## config.mk

```make
export PLATFORM = sky130hd
export DESIGN_NAME = audio_i2s_tx
export DESIGN_NICKNAME = d
export VERILOG_FILES = /design/src/rtl/audio_i2s_tx.sv
export SDC_FILE = /design/constraint.sdc
export NUM_CORES = 1
export LEC_CHECK = 0
export ABC_AREA = 1
export CELL_PAD_IN_SITES_DETAIL_PLACEMENT = 0
export CELL_PAD_IN_SITES_GLOBAL_PLACEMENT = 2
export CORE_ASPECT_RATIO = 2
export CORE_MARGIN = 4
export CORE_UTILIZATION = 31
export CTS_CLUSTER_DIAMETER = 200
export DETAILED_ROUTE_END_ITERATION = 10
export PLACE_DENSITY_LB_ADDON = 0.3
export SETUP_SLACK_MARGIN = 0.4
export SLEW_MARGIN = 0
export SYNTH_ARGS = -nofsm -noshare
export SYNTH_HDL_FRONTEND = slang
export SYNTH_SLANG_ARGS = --single-unit
```

## constraint.sdc

```tcl
create_clock -name clk_i -period 3.1 [get_ports clk_i]
set_input_delay 0.62 -clock clk_i [delete_from_list [all_inputs] [get_ports clk_i]]
set_output_delay 0.62 -clock clk_i [all_outputs]
set_load 0.02 [all_outputs]
```

## src/rtl/audio_i2s_tx.sv

```systemverilog
`default_nettype none
// ============================================================================
//  Module   : audio_i2s_tx
//  Purpose  : I2S master transmitter. Accepts stereo PCM frames through a
//             valid/ready handshake into a one-frame holding buffer, and
//             serialises the active frame as BCLK / LRCK / SDATA with the
//             standard one-bit I2S data delay in 32-bit slots.
//  Revision : 1.0  initial release
// ============================================================================
module audio_i2s_tx #(
  parameter int BCLK_DIV    = 8,   // clk_i cycles per BCLK period, even, >= 4
  parameter int SAMPLE_BITS = 24,  // PCM bits per channel, <= 32
  parameter int UNDERRUN_W  = 16   // width of the saturating underrun counter
) (
  input  logic                   clk_i,
  input  logic                   reset_i,
  input  logic                   enable_i,
  input  logic [SAMPLE_BITS-1:0] sample_left_i,
  input  logic [SAMPLE_BITS-1:0] sample_right_i,
  input  logic                   sample_valid_i,
  output logic                   sample_ready_o,
  output logic                   i2s_bclk_o,
  output logic                   i2s_lrck_o,
  output logic                   i2s_sdata_o,
  output logic                   frame_start_o,
  output logic                   underrun_o,
  output logic [UNDERRUN_W-1:0]  underrun_count_o
);

  // Divider counter geometry. BCLK_DIV >= 4 guarantees at least two bits.
  localparam int                 c_div_w    = $clog2(BCLK_DIV);
  localparam logic [c_div_w-1:0] c_div_last = c_div_w'(BCLK_DIV - 1);
  localparam logic [c_div_w-1:0] c_div_half = c_div_w'(BCLK_DIV / 2);
  localparam logic [c_div_w-1:0] c_div_one  = c_div_w'(1);

  // --------------------------------------------------------------------------
  // State
  // --------------------------------------------------------------------------
  logic [c_div_w-1:0]     r_div_cnt;
  logic [5:0]             r_bit_cnt;

  logic                   r_buf_full;
  logic [SAMPLE_BITS-1:0] r_buf_left;
  logic [SAMPLE_BITS-1:0] r_buf_right;

  logic [SAMPLE_BITS-1:0] r_frame_left;
  logic [SAMPLE_BITS-1:0] r_frame_right;

  logic                   r_bclk;
  logic                   r_lrck;
  logic                   r_sdata;
  logic                   r_frame_start;
  logic                   r_underrun;
  logic [UNDERRUN_W-1:0]  r_underrun_count;

  // --------------------------------------------------------------------------
  // Combinational control
  // --------------------------------------------------------------------------
  logic                   w_ready;
  logic                   w_accept;
  logic                   w_div_wrap;
  logic                   w_load;

  logic [5:0]             w_k;       // bit_cnt - 1, wraps 0 -> 63
  logic                   w_ch;      // 0 = left slot, 1 = right slot
  logic [4:0]             w_p;       // bit position inside the 32-bit slot
  logic [SAMPLE_BITS-1:0] w_word;
  logic [31:0]            w_slot;    // sample left-justified in a 32-bit slot
  logic                   w_bclk;
  logic                   w_lrck;
  logic                   w_sdata;

  // Ready drops during reset so an upstream source never sees a handshake
  // that the reset is about to discard.
  assign w_ready    = ~r_buf_full & ~reset_i;
  assign w_accept   = sample_valid_i & w_ready;
  assign w_div_wrap = (r_div_cnt == c_div_last);

  // Frame boundary: the first enabled cycle of every 64-bit frame. Because
  // counters are held at 0 while disabled, the first cycle after enable_i
  // rises is always a load.
  assign w_load = enable_i & (r_div_cnt == '0) & (r_bit_cnt == 6'd0);

  // One-bit I2S delay: data for slot bit p appears during bit_cnt = p + 1.
  assign w_k    = r_bit_cnt - 6'd1;
  assign w_ch   = w_k[5];
  assign w_p    = w_k[4:0];
  assign w_word = w_ch ? r_frame_right : r_frame_left;

  // Place the sample MSB-first in the slot with zero padding below it.
  if (SAMPLE_BITS == 32) begin : g_slot_full
    assign w_slot = w_word;
  end else begin : g_slot_pad
    assign w_slot = {w_word, {(32 - SAMPLE_BITS){1'b0}}};
  end

  // ~w_p == 31 - w_p for a 5-bit index, i.e. MSB of the slot first.
  // bit_cnt = 0 carries the last padding bit of the previous right slot,
  // which is forced to 0 so a full 32-bit sample cannot leak the new frame.
  assign w_sdata = (r_bit_cnt != 6'd0) & w_slot[~w_p];
  assign w_bclk  = (r_div_cnt >= c_div_half);
  assign w_lrck  = r_bit_cnt[5];

  // --------------------------------------------------------------------------
  // Sequential logic
  // --------------------------------------------------------------------------

  // BCLK divider and bit counter; both parked at 0 while disabled.
  always_ff @(posedge clk_i) begin
    if (reset_i || !enable_i) begin
      r_div_cnt <= '0;
      r_bit_cnt <= 6'd0;
    end else if (w_div_wrap) begin
      r_div_cnt <= '0;
      r_bit_cnt <= r_bit_cnt + 6'd1;
    end else begin
      r_div_cnt <= r_div_cnt + c_div_one;
    end
  end

  // Holding buffer: filled by an accept, emptied by a frame load. An accept
  // can only happen while empty, so it never collides with a load that
  // drains a full buffer; an accept coinciding with an empty-buffer load
  // keeps its frame for the following load.
  always_ff @(posedge clk_i) begin
    if (reset_i) begin
      r_buf_full  <= 1'b0;
      r_buf_left  <= '0;
      r_buf_right <= '0;
    end else if (w_accept) begin
      r_buf_full  <= 1'b1;
      r_buf_left  <= sample_left_i;
      r_buf_right <= sample_right_i;
    end else if (w_load) begin
      r_buf_full  <= 1'b0;
    end
  end

  // Active frame register: takes the buffered frame at each load, or
  // silence if the buffer ran dry.
  always_ff @(posedge clk_i) begin
    if (reset_i) begin
      r_frame_left  <= '0;
      r_frame_right <= '0;
    end else if (w_load) begin
      r_frame_left  <= r_buf_full ? r_buf_left  : '0;
      r_frame_right <= r_buf_full ? r_buf_right : '0;
    end
  end

  // Frame-start / underrun pulses and the saturating underrun counter.
  always_ff @(posedge clk_i) begin
    if (reset_i) begin
      r_frame_start    <= 1'b0;
      r_underrun       <= 1'b0;
      r_underrun_count <= '0;
    end else begin
      r_frame_start <= w_load;
      r_underrun    <= w_load & ~r_buf_full;
      if (w_load && !r_buf_full && !(&r_underrun_count)) begin
        r_underrun_count <= r_underrun_count + 1'b1;
      end
    end
  end

  // Registered serial outputs, forced low while disabled.
  always_ff @(posedge clk_i) begin
    if (reset_i || !enable_i) begin
      r_bclk  <= 1'b0;
      r_lrck  <= 1'b0;
      r_sdata <= 1'b0;
    end else begin
      r_bclk  <= w_bclk;
      r_lrck  <= w_lrck;
      r_sdata <= w_sdata;
    end
  end

  // --------------------------------------------------------------------------
  // Outputs
  // --------------------------------------------------------------------------
  assign sample_ready_o   = w_ready;
  assign i2s_bclk_o       = r_bclk;
  assign i2s_lrck_o       = r_lrck;
  assign i2s_sdata_o      = r_sdata;
  assign frame_start_o    = r_frame_start;
  assign underrun_o       = r_underrun;
  assign underrun_count_o = r_underrun_count;

endmodule
`default_nettype wire

```

==> impl_metrics.json <==
{
  "avgViaCountPerCell": 4.868,
  "rows": 67,
  "initial_core_util": 0.3157,
  "skew_ns": 0.01361,
  "clk_pin_slew_ns": 0.06,
  "holdBufCountCts": 0,
  "insertedDiodeCount": 0,
  "grt_setup_unrepaired": "false",
  "worstHoldStart": "r_div_cnt[0]",
  "fillers": 1777,
  "fin_tns_setup_ns": 0,
  "async_reset_ff_frac": 0,
  "drive_gt1_frac": 0.07412,
  "die_w_um": 100.4,
  "syn_inst": 699,
  "dieArea_mm2": 0.01936,
  "reg2reg_depth": 11,
  "firstDrtPassIters": 4,
  "fin_crit_sh": 0.7894,
  "remaining_drc_errors": 0,
  "wl_per_cell_um": 14.68,
  "gp_congestion": 0.8434,
  "post_cts_buffers": 0,
  "antenna_found_initial": 0,
  "synth_flop_cell": "dfxtp_1",
  "postRouteWirelength_um": 14330,
  "max_freq_mhz": 408.7,
  "design.core.area_mm2": 0.01677,
  "top_level_ports": 74,
  "clock-root-buffer": "clkbuf_16",
  "path_max_fanout": 2,
  "syn_area_mm2": 0.005294,
  "wl_met1_um": 5559,
  "synth_seq_area_share": 0.4803,
  "whs_endpoint": "r_div_cnt[0]",
  "syn_avg_cell_area_um2": 7.573,
  "detailed_place_hpwl_um": 10490,
  "cts_buffers": 17,
  "p_leak_uw": 0.002660,
  "slew_violations": 0,
  "cts.path.max_buffers": 2,
  "clk_latency_ns": 0.42,
  "synth_cell_types": 31,
  "hold_depth": 1,
  "power_uw": 4141,
  "cts_sinks": 127,
  "drtIter0Drc": 177,
  "power.density_mw_per_mm2": 604.7,
  "tightest_slew_ns": 0.6931,
  "ant_nets": 0,
  "finish.net_count": 814,
  "ys_ff_latch": 127,
  "critPathKind": "input pin to output port",
  "critPathArrivalTime_ns": 1.83,
  "syn_to_final_growth_pct": 29.35,
  "cp_cell_sequence": "clkdlybuf4s50_1, nor2_1, clkdlybuf4s50_1",
  "final-instance-count-excl-fill": 976,
  "syn_nets": 757,
  "grt_start_max_net_pins": 81,
  "timing.final.crit_period_ns": 2.447,
  "slew_headroom": 0.5374,
  "min_path_type": "flip-flop to flip-flop",
  "grt_pass1_vias": 4731,
  "cts_tree": "yes",
  "crit_path_start_kind": "input pin",
  "dr_wl_met2_um": 8181,
  "finalHoldViolCount": 0,
  "cts_htree_levels": 4,
  "portBuffers": 73,
  "r2r_end": "underrun_count_o[14]",
  "die_y_um": 192.8,
  "yosysWarnings": 0,
  "synth-edff-count": 0,
  "required_ns": 2.48,
  "slowest_stage": "clkdlybuf4s50_1",
  "ir_drop_v": 0.0002984,
  "critPathMaxStageDelay_ns": 0.63,
  "crit_top_cell": "clkdlybuf4s50_1",
  "dr_total_vias": 4751,
  "wl_met3_um": 455,
  "rr_startpoint": "r_bit_cnt[0]",
  "grt_use_total": 0.1527,
  "outcome": "finished, final reports clean",
  "grt_pass1_wl_um": 22960,
  "end_kind": "output port",
  "placed_cells": 944,
  "r2r_slack_ns": 0.92,
  "grt.overflow.total": 0,
  "maxCapViolations": 0,
  "setup_viol": 0,
  "top_layer_used": "met4",
  "cts_resized": 0
}
-- power by group --
part / total, uW / switching, uW / internal, uW
Sequential: 1720 / 29.8 / 1690
Clock: 2120 / 766 / 1360
Combinational: 294 / 171 / 123
Total: 4140 / 966 / 3170
-- sequential cells by signal, indices dropped and copies added (netlist names) --
name / cells
frame_start_o: 1
r_frame_right: 24
r_bit_cnt: 6
r_frame_left: 24
r_div_cnt: 3
r_buf_left: 24
i2s_sdata_o: 1
i2s_bclk_o: 1
r_buf_right: 24
underrun_count_o: 16
i2s_lrck_o: 1
r_buf_full: 1
underrun_o: 1
-- metrics by stage --
stage          worst slack (ns)    util  hold WS [ns]  area (um^2)
2_1_floorplan            0.7900       -        0.4173         5294
3_3_place_gp             0.6384  0.3705        0.4283         6212
3_5_place_dp             0.6135  0.3705        0.4450         6212
4_1_cts                  0.6444  0.4084        0.4575         6848
5_1_grt                  0.5752  0.4084        0.4758         6848
6_report                 0.6529  0.4084        0.4531         6848
-- cells in the final DEF (no fill, tap or decap), types with 3 or more instances in the layout --
master / n
o21ai_1: 4
ha_1: 6
nor3_1: 7
buf_4: 6
bufinv_16: 4
o31ai_1: 30
a21oi_1: 58
o21ai_0: 39
nand2_1: 141
xor2_1: 4
buf_12: 3
nor3_2: 4
clkinv_4: 5
nor2_4: 3
inv_6: 3
clkdlybuf4s50_1: 73
nand3_1: 129
clkbuf_16: 17
dfxtp_1: 127
nor2_1: 23
nand4_1: 5
inv_1: 59
-- cells in the mapped netlist (all sizes together), types with 4 or more instances --
cell | count | area [um^2]
nand2 | 143 | 544.3
nand3 | 131 | 665.6
dfxtp | 127 | 2542
inv | 61 | 229.0
a21oi | 58 | 290.3
o21ai | 43 | 215.2
clkbuf | 30 | 112.6
o31ai | 30 | 225.2
nor2 | 27 | 126.4
buf | 14 | 66.31
nor3 | 11 | 75.07
ha | 6 | 75.07
nand4 | 5 | 31.28
xor2 | 4 | 35.03
-- logic make-up after synthesis --
family,Yosys count,synth area share
AO/OA/AOI/OAI,132,0.1394
AND/OR/NAND/NOR,321,0.2775
flip-flops,127,0.4803
buffers and inverters,107,0.07870
XOR/XNOR,6,0.009927
adder cells (fa/ha/maj),6,0.01418
-- layer usage --
| layer | GRT usage | vias up |
|---|---|---|
| met5 | 0 | - |
| met4 | 0.05968 | 0 |
| met3 | 0.03148 | 11 |
| met2 | 0.2901 | 83 |
| met1 | 0.1600 | 2190 |
| li1 | - | 2467 |
-- worst max-delay path, delay by kind of cell --
| kind | cells | cell delay [ns] |
|---|---|---|
| buf+inv | 2 | 1.05 |
| simple gates | 1 | 0.15 |
-- final cells by class --
class / instances / area (um^2) / share of cell area
well taps: 207 / 259.0 / 0.03782
flip-flops and latches: 127 / 2542 / 0.3713
inverters: 63 / 237.7 / 0.03472
clock inverters: 15 / 210.2 / 0.03070
multi-input cells: 465 / 2337 / 0.3413
repair buffers: 82 / 835.8 / 0.1221
clock buffers: 17 / 425.4 / 0.06212
-- worst max path at each step --
stage,start,end,slack [ns]
after floorplan,r_bit_cnt[0],underrun_count_o[14],0.79
final,reset_i,sample_ready_o,0.65
after CTS,reset_i,sample_ready_o,0.64
after detailed placement,enable_i,underrun_count_o[14],0.61
after global placement,enable_i,underrun_count_o[14],0.64
after global routing,reset_i,sample_ready_o,0.58
No activity file was read; power rests on OpenSTA's default activity.
